**src/rtl/rapcla_err_meter_if.sv**
```systemverilog
// Sample/control bundle for the approximate-adder error meter.
// Handshake: a sample transfers on a rising clk edge where in_valid && in_ready; in_ready never depends on in_valid.
interface rapcla_err_meter_if #(
  parameter int SIZE  = 8,
  parameter int CNT_W = 16,
  parameter int ACC_W = 32
);
  logic             start;
  logic [CNT_W-1:0] num_samples;
  logic             in_valid;
  logic             in_ready;
  logic [SIZE:1]    approx_sum;
  logic             approx_cout;
  logic [SIZE:1]    exact_sum;
  logic             exact_cout;
  logic             busy;
  logic             done;
  logic [CNT_W-1:0] sample_count;
  logic [CNT_W-1:0] err_count;
  logic [ACC_W-1:0] sum_ed;
  logic [SIZE:0]    max_ed;
  logic [1:0]       dbg_state;

  modport master (
    output start, num_samples, in_valid, approx_sum, approx_cout, exact_sum, exact_cout,
    input  in_ready, busy, done, sample_count, err_count, sum_ed, max_ed, dbg_state
  );

  modport slave (
    input  start, num_samples, in_valid, approx_sum, approx_cout, exact_sum, exact_cout,
    output in_ready, busy, done, sample_count, err_count, sum_ed, max_ed, dbg_state
  );
endinterface

```
**src/rtl/rapcla_err_meter.sv**
```systemverilog
// Error-distance statistics over a programmed number of approx/exact adder result pairs.
// Stage 1 registers |E-A|; stage 2 folds it into error count, saturating sum and max.
module rapcla_err_meter #(
  parameter int SIZE  = 8,
  parameter int CNT_W = 16,
  parameter int ACC_W = 32
) (
  input  logic             clk,
  input  logic             rst,
  rapcla_err_meter_if.slave bus
);
  typedef enum logic [1:0] {IDLE = 2'd0, RUN = 2'd1, DRAIN = 2'd2, DONE = 2'd3} state_t;
  localparam int AW1 = ACC_W + 1;

  state_t           state_q, state_d;
  logic [CNT_W-1:0] target_q, sample_count_q, err_count_q;
  logic [ACC_W-1:0] sum_ed_q;
  logic [SIZE:0]    max_ed_q, ed_q;
  logic             v1_q;

  logic             in_ready;
  logic             accept;
  logic             start_ok;
  logic             last_accept;
  logic [SIZE+1:0]  e_x, a_x, diff;
  logic [SIZE:0]    ed_d;
  logic [ACC_W:0]   sum_full;

  assign in_ready    = (state_q == RUN);
  assign accept      = bus.in_valid && in_ready;
  assign start_ok    = bus.start && ((state_q == IDLE) || (state_q == DONE));
  assign last_accept = accept && ((sample_count_q + CNT_W'(1)) == target_q);

  // Widen by one bit so the subtraction cannot wrap; the magnitude always fits SIZE+1 bits.
  assign e_x  = {1'b0, bus.exact_cout, bus.exact_sum};
  assign a_x  = {1'b0, bus.approx_cout, bus.approx_sum};
  assign diff = (e_x >= a_x) ? (e_x - a_x) : (a_x - e_x);
  assign ed_d = diff[SIZE:0];

  assign sum_full = {1'b0, sum_ed_q} + AW1'(ed_q);

  always_comb begin
    state_d = state_q;
    unique case (state_q)
      IDLE, DONE: if (bus.start) state_d = (bus.num_samples == '0) ? DONE : RUN;
      RUN:        if (last_accept) state_d = DRAIN;
      DRAIN:      state_d = DONE;
      default:    state_d = IDLE;
    endcase
  end

  always_ff @(posedge clk) begin
    if (rst) begin
      state_q        <= IDLE;
      target_q       <= '0;
      sample_count_q <= '0;
      err_count_q    <= '0;
      sum_ed_q       <= '0;
      max_ed_q       <= '0;
      ed_q           <= '0;
      v1_q           <= 1'b0;
    end else begin
      state_q <= state_d;
      if (start_ok) begin
        target_q       <= bus.num_samples;
        sample_count_q <= '0;
        err_count_q    <= '0;
        sum_ed_q       <= '0;
        max_ed_q       <= '0;
        v1_q           <= 1'b0;
      end else begin
        v1_q <= accept;
        if (accept) begin
          ed_q           <= ed_d;
          sample_count_q <= sample_count_q + CNT_W'(1);
        end
        if (v1_q) begin
          if (ed_q != '0) err_count_q <= err_count_q + CNT_W'(1);
          sum_ed_q <= sum_full[ACC_W] ? '1 : sum_full[ACC_W-1:0];
          if (ed_q > max_ed_q) max_ed_q <= ed_q;
        end
      end
    end
  end

  assign bus.in_ready     = in_ready;
  assign bus.busy         = (state_q == RUN) || (state_q == DRAIN);
  assign bus.done         = (state_q == DONE);
  assign bus.sample_count = sample_count_q;
  assign bus.err_count    = err_count_q;
  assign bus.sum_ed       = sum_ed_q;
  assign bus.max_ed       = max_ed_q;
  assign bus.dbg_state    = state_q;
endmodule

```
**src/flat_wrapper.sv**
```systemverilog
// flat-port wrapper written by rule: the top's interface ports become plain ports
module rapcla_err_meter_flat 
#(
  parameter int SIZE  = 8,
  parameter int CNT_W = 16,
  parameter int ACC_W = 32
)
  (clk, rst, bus_start, bus_num_samples, bus_in_valid, bus_approx_sum, bus_approx_cout, bus_exact_sum, bus_exact_cout, bus_in_ready, bus_busy, bus_done, bus_sample_count, bus_err_count, bus_sum_ed, bus_max_ed, bus_dbg_state);
  rapcla_err_meter_if #(.SIZE(SIZE), .CNT_W(CNT_W), .ACC_W(ACC_W)) bus_i ();
  input  logic clk;
  input  logic rst;
  input wire logic [$bits(bus_i.start)-1:0] bus_start;
  input wire logic [$bits(bus_i.num_samples)-1:0] bus_num_samples;
  input wire logic [$bits(bus_i.in_valid)-1:0] bus_in_valid;
  input wire logic [$bits(bus_i.approx_sum)-1:0] bus_approx_sum;
  input wire logic [$bits(bus_i.approx_cout)-1:0] bus_approx_cout;
  input wire logic [$bits(bus_i.exact_sum)-1:0] bus_exact_sum;
  input wire logic [$bits(bus_i.exact_cout)-1:0] bus_exact_cout;
  output wire logic [$bits(bus_i.in_ready)-1:0] bus_in_ready;
  output wire logic [$bits(bus_i.busy)-1:0] bus_busy;
  output wire logic [$bits(bus_i.done)-1:0] bus_done;
  output wire logic [$bits(bus_i.sample_count)-1:0] bus_sample_count;
  output wire logic [$bits(bus_i.err_count)-1:0] bus_err_count;
  output wire logic [$bits(bus_i.sum_ed)-1:0] bus_sum_ed;
  output wire logic [$bits(bus_i.max_ed)-1:0] bus_max_ed;
  output wire logic [$bits(bus_i.dbg_state)-1:0] bus_dbg_state;
  assign bus_i.start = bus_start;
  assign bus_i.num_samples = bus_num_samples;
  assign bus_i.in_valid = bus_in_valid;
  assign bus_i.approx_sum = bus_approx_sum;
  assign bus_i.approx_cout = bus_approx_cout;
  assign bus_i.exact_sum = bus_exact_sum;
  assign bus_i.exact_cout = bus_exact_cout;
  assign bus_in_ready = bus_i.in_ready;
  assign bus_busy = bus_i.busy;
  assign bus_done = bus_i.done;
  assign bus_sample_count = bus_i.sample_count;
  assign bus_err_count = bus_i.err_count;
  assign bus_sum_ed = bus_i.sum_ed;
  assign bus_max_ed = bus_i.max_ed;
  assign bus_dbg_state = bus_i.dbg_state;
  rapcla_err_meter #(.SIZE(SIZE), .CNT_W(CNT_W), .ACC_W(ACC_W)) u_core (.clk(clk), .rst(rst), .bus(bus_i));
endmodule
```
**config.mk**
```make
export PLATFORM = sky130hd
export DESIGN_NAME = rapcla_err_meter_flat
export DESIGN_NICKNAME = d
export VERILOG_FILES = /design/src/rtl/rapcla_err_meter_if.sv /design/src/rtl/rapcla_err_meter.sv /design/src/flat_wrapper.sv
export SDC_FILE = /design/constraint.sdc
export NUM_CORES = 1
export LEC_CHECK = 0
export BUFFER_PORTS_ARGS = -buffer_cell sky130_fd_sc_hd__buf_2
export CAP_MARGIN = 20
export CORE_UTILIZATION = 56
export CTS_BUF_LIST = sky130_fd_sc_hd__clkbuf_16
export CTS_CLUSTER_DIAMETER = 120
export CTS_CLUSTER_SIZE = 20
export DETAILED_ROUTE_END_ITERATION = 6
export MAX_ROUTING_LAYER = met4
export PLACE_DENSITY = 0.9
export SYNTH_ARGS = -nofsm -noshare
export SYNTH_HDL_FRONTEND = slang
export SYNTH_SLANG_ARGS = --single-unit
```
**constraint.sdc**
```tcl
create_clock -name clk -period 3.92 [get_ports clk]
set_clock_uncertainty 0.1 [all_clocks]
set_input_delay 0.784 -clock clk [delete_from_list [all_inputs] [get_ports clk]]
set_output_delay 0.784 -clock clk [all_outputs]
set_load 0.05 [all_outputs]
```
**Word-level counts from Yosys, hierarchy flattened**

Index checks and enable logic that the tools add are counted.

- Flip-flop bits (word level): 101
- Input port bits: 38

- Add/sub/neg operators: 5
- Order comparisons: 2
- Equal/unequal tests: 6
- Muxes and demuxes: 6
- Bitwise logic cells: 1
- Reductions and logical operators: 14

Operators by type and width:

| kind | count |
|---|---|
| $add A32 B9 Y33 | 1 |
| $add A16 B1 Y16 const B | 2 |
| $mux W32 | 1 |
| $sub A9 B9 Y9 | 2 |
| $eq A16 B16 Y1 | 1 |
| $logic_not A16 Y1 | 1 |
| $ge A9 B9 Y1 | 1 |
| $gt A9 B9 Y1 | 1 |
| $mux W9 | 1 |
| $reduce_bool A9 Y1 | 1 |
| $reduce_and A2 Y1 | 4 |
| $mux W2 | 3 |
| $pmux W2 S3 | 1 |
| $eq A2 B2 Y1 const B | 2 |
| $ne A2 B2 Y1 const B | 2 |
| $reduce_or A2 Y1 | 2 |
| $logic_and A1 B1 Y1 | 3 |
| $eq A2 B1 Y1 const B | 1 |
| $logic_not A2 Y1 | 1 |
| $logic_or A1 B1 Y1 | 2 |
| $not A1 Y1 | 1 |

**Logic depth before layout (Yosys ltp)**

- Depth after elaboration: 5
- Depth in mapped cells: 11
- Mapped depth without buffers: 10

**Least setup slack after synthesis**

No wires, ideal clock.

- Kind: reg2reg
- Start point: register u_core.state_q[0], in the netlist u_core.bus.dbg_state[0]
- End point: register u_core.state_q[1], in the netlist u_core.bus.dbg_state[1]
- Setup time: 103 ps
- Data arrival time: 3079 ps
- Data required time: 3717 ps
- Path slack: 638 ps
- Cell stages (with the launch flop): 8
- Buffers on the path: 0
- Period minus slack after synthesis: 3282 ps
- Path through: dfxtp_1 > ha_1 > nand2_1 > a211o_1 > a2111oi_0 > o2111ai_1 > o32a_1 > a2111oi_2

- Cells in the longest elaborated chain, start to end: 5

RTL lines:

| item | RTL line | text |
|---|---|---|
| start, declared | rapcla_err_meter.sv:15 | `state_t state_q, state_d;` |
| start signal, assigned | rapcla_err_meter.sv:63 | `state_q <= state_d;` |
| $eq A2 B1 Y1 (*) | rapcla_err_meter.sv:29 | `assign in_ready = (state_q == RUN);` |
| via bus_in_ready | flat_wrapper.sv:19 | `output wire logic [$bits(bus_i.in_ready)-1:0] bus_in_ready;` |
| $logic_and A1 B1 Y1 | rapcla_err_meter.sv:30 | `assign accept = bus.in_valid && in_ready;` |
| $logic_and A1 B1 Y1 | rapcla_err_meter.sv:32 | `assign last_accept = accept && ((sample_count_q + CNT_W'(1)) == target_q);` |
| $ne A2 B2 Y1 (no source line) | n/a |  |
| $reduce_and A2 Y1 (no source line) | n/a |  |

Mark *: on every way through the listed nets, which the timed path passes. The rest lies on a longest branch.
A chain may end at the register's enable or synchronous reset.

**Final worst setup path**

- Start point: register u_core.sample_count_q[0], in the netlist u_core.bus.sample_count[0]
- End point: register u_core.state_q[1], in the netlist u_core.bus.dbg_state[1]

- Cells in the longest elaborated chain, start to end: 5

RTL lines:

| item | RTL line | text |
|---|---|---|
| start, declared | rapcla_err_meter.sv:16 | `logic [CNT_W-1:0] target_q, sample_count_q, err_count_q;` |
| start signal, assigned | rapcla_err_meter.sv:75 | `sample_count_q <= sample_count_q + CNT_W'(1);` |
| $add A16 B1 Y16 | rapcla_err_meter.sv:32 |  |
| $eq A16 B16 Y1 | rapcla_err_meter.sv:32 |  |
| $logic_and A1 B1 Y1 | rapcla_err_meter.sv:32 |  |
| $ne A2 B2 Y1 (no source line) | n/a |  |
| $reduce_and A2 Y1 (no source line) | n/a |  |

No other way between the ends.

==> metrics.cfg <==
[logic_synthesis]
yosysMostFrequentCell = dfxtp_1
synth_ff_type = dfxtp_1
ys_types = 65
synthMuxAreaShare_pct = 1.88
synth_compound_area_share_pct = 19.3
syn_area_per_cell_um2 = 8.13
syn_inst = 760
ys_seq_area_share_pct = 32.7
synth_commonest_cells = 101 x dfxtp_1, 73 x nand2_1, 65 x a21oi_1, 59 x nor2_1, 41 x inv_1
synth_xor_area_share_pct = 8.37
synth_top_family_by_area = simple AND/OR/NAND/NOR gates
synth_top_cell_by_area = dfxtp_1
async_reset_ff_share_pct = 0
synth_edf_count = 0
synth_simple_gate_area_share_pct = 24.2
synth_nets = 841
synthAdderAreaFrac_pct = 9.07
ys_warn_count = 0
synth.top_cell.area_share_pct = 32.7
synth_area_leaders = dfxtp_1 33%, ha_1 8.1%, a21oi_1 5.3%
ys_seq_elements = 101
syn_area_um2 = 6180

[route]
first_pass_iters = 5
postRouteAntennaNets = 0
routed_via_density = 5.90
drtIter0Drc = 491
vias = 5922
drc = 0
wirelength_um = 14900
drt-wirelength-per-cell_um = 14.9

[timing]
max_freq_mhz = 327
setup_viol = 0
min_period_ns = 3.06
rsz0062_at_grt = no
hold_viol = 0
relSlewSlack_pct = 47.9
finalCritPeriodShare_pct = 78.1
tightest_slew_ns = 0.778
slew_violations = 0
hold_slack_ns = 0.367
finalSetupTns_ns = 0

[global_route]
first_global_vias = 5304
grt_pass1_wl_um = 25000
grt_usage_pct = 27.5
antenna_found_initial = 1
overflow = 0
grt_max_degree = 39

[cts]
cts.htree.levels = 3
cts_root_buf = clkbuf_16
cts-resized-gates = 0
hold_buffers = 0
clk_path_buf_depth = 2
cts_tree = done
clock_latency_ns = 0.35
clk_pin_slew_ns = 0.06
clock-sinks = 101
cts_buffers = 9
cts_setup_buffers = 0

[worst_setup_path]
worstPathRequired_ns = 4.06
cp.arrival_ns = 3.20
r2r_start = u_core.bus.sample_count[0]
r2r_setup_slack_ns = 0.86
critPathBufInv = 0
rr_worst_depth = 8
path_max_fanout = 7
path_cells = ha_1, nand4_1, or2_2, xnor2_1, a2111oi_0, o2111ai_1, o32a_1, a2111oi_2
slowest_stage = dfxtp_1
cp-end-kind = flop
startpoint_type = flop
worstSetupPathType = flop to flop
critical_path.top_delay_family = compound AO/OA/AOI/OAI gates
reg2reg_to = u_core.bus.dbg_state[1]
crit_path_max_incr_delay_ns = 0.48

[power]
power_density_nw_per_um2 = 404
irDropWorstVdd_uv = 766
p_leak_uw = 0.00311
total_power_uw = 2880

[min_path]
hold_class = flop to flop
hold-path-endpoint = u_core.target_q[1]
min_delay_path_depth = 2
worstHoldStart = u_core.target_q[1]

[floorplanning]
die_area_um2 = 11500
initial_utilization_pct = 58.8
dieWidth_um = 107
coreArea_um2 = 10500
ios = 116
die_h_um = 107
row_count = 37

[final_layout]
drive_gt1_share_pct = 18.9
finalCoreUtilization_pct = 67.8
nets = 943
final_cells = 1003
syn2layout_area_growth_pct = 15.4
n_fill_cell = 889

[flow_run]
maxCapViolCount = 0

[place]
dpl.hpwl_um = 11200
portBuffers = 115
dp.cells = 987
place_congestion = 0.901

[run_status]
status = finished, final reports clean

-- routing by layer --
layer	wire length (um)	vias to the layer above	GRT usage [%]	part of all wire (%)
met4	273	0	8.71	1.8
met5	0	-	-	0
li1	-	2933	-	-
met2	6990	195	44.0	47
met3	778	22	4.13	5.2
met1	6900	2772	35.8	46
-- worst max-delay path by stage --
stage | startpoint | endpoint | cells past startpoint
floorplan | u_core.bus.dbg_state[0] | u_core.bus.dbg_state[1] | 7
global placement | bus_exact_sum[5] | u_core.ed_q[8] | 10
detailed placement | bus_exact_sum[5] | u_core.ed_q[8] | 10
CTS | u_core.bus.sample_count[0] | u_core.bus.dbg_state[1] | 8
global route | u_core.bus.sample_count[0] | u_core.bus.dbg_state[1] | 8
finish | u_core.bus.sample_count[0] | u_core.bus.dbg_state[1] | 8
-- layout make-up --
class | instances | area (um2) | area share [%]
Multi-Input combinational cell | 588 | 3880 | 54.5
Sequential cell | 101 | 2020 | 28.4
Tap cell | 136 | 170 | 2.39
Antenna cell | 1 | 2.50 | 0.0351
Clock buffer | 9 | 225 | 3.16
Inverter | 42 | 158 | 2.21
Clock inverter | 6 | 40.0 | 0.562
Timing Repair Buffer | 120 | 626 | 8.78
-- kinds of logic (layout without fill, tap and decap cells) --
group / Yosys count / in the layout
adder cells (fa/ha/maj): 43 / 43
other: 0 / 1
multiplexers: 11 / 11
buffers and inverters: 71 / 177
flip-flops: 101 / 101
AND/OR/NAND/NOR: 295 / 295
XOR/XNOR: 59 / 59
AO/OA/AOI/OAI: 180 / 180
-- metrics by stage --
stage	cell area, um2	worst slack, ns
after floorplan	6180	0.638
after global placement	6860	0.633
after detailed placement	6860	0.613
after CTS	7130	0.875
after global routing	7130	0.649
final	7130	0.859
-- where the power goes --
part | total [uW] | internal (uW) | switching (uW)
Clock | 810 | 427 | 384
Sequential | 1180 | 1100 | 85.1
Combinational | 887 | 314 | 573
-- state kept, by name (all words and copies together), names as in the netlist --
name	count
u_core.bus.max_ed	9
u_core.v1_q	1
u_core.bus.sum_ed	32
u_core.bus.err_count	16
u_core.bus.sample_count	16
u_core.bus.dbg_state	2
u_core.ed_q	9
u_core.target_q	16
-- worst register-to-register path, stage by stage (launching register included) --
cell,delay [ns]
dfxtp_1,0.48
ha_1,0.34
nand4_1,0.21
or2_2,0.36
xnor2_1,0.14
a2111oi_0,0.34
o2111ai_1,0.24
o32a_1,0.42
a2111oi_2,0.34
-- layout by cell type (no fill, tap or decap), types with 5 or more instances in the layout --
cell type | synthesis | layout
a211oi_1 | 11 | 11
a21o_1 | 8 | 8
a21oi_1 | 65 | 65
a31oi_1 | 10 | 10
and2_1 | 12 | 12
and3_1 | 16 | 16
and4_1 | 8 | 8
buf_2 | 5 | 115
clkbuf_16 | 0 | 9
dfxtp_1 | 101 | 101
ha_1 | 40 | 40
inv_1 | 41 | 41
mux2_2 | 5 | 5
mux2i_1 | 6 | 6
nand2_1 | 73 | 72
nand2b_1 | 6 | 6
nand3_1 | 34 | 34
nand4_1 | 18 | 18
nor2_1 | 59 | 59
nor2b_1 | 8 | 8
nor3_1 | 19 | 19
nor4_1 | 12 | 12
o21a_1 | 8 | 8
o21ai_0 | 31 | 31
o221a_2 | 9 | 9
or2_2 | 6 | 6
or3_1 | 11 | 11
xnor2_1 | 28 | 28
xor2_1 | 31 | 31
Power figures use the tool's default switching activity.
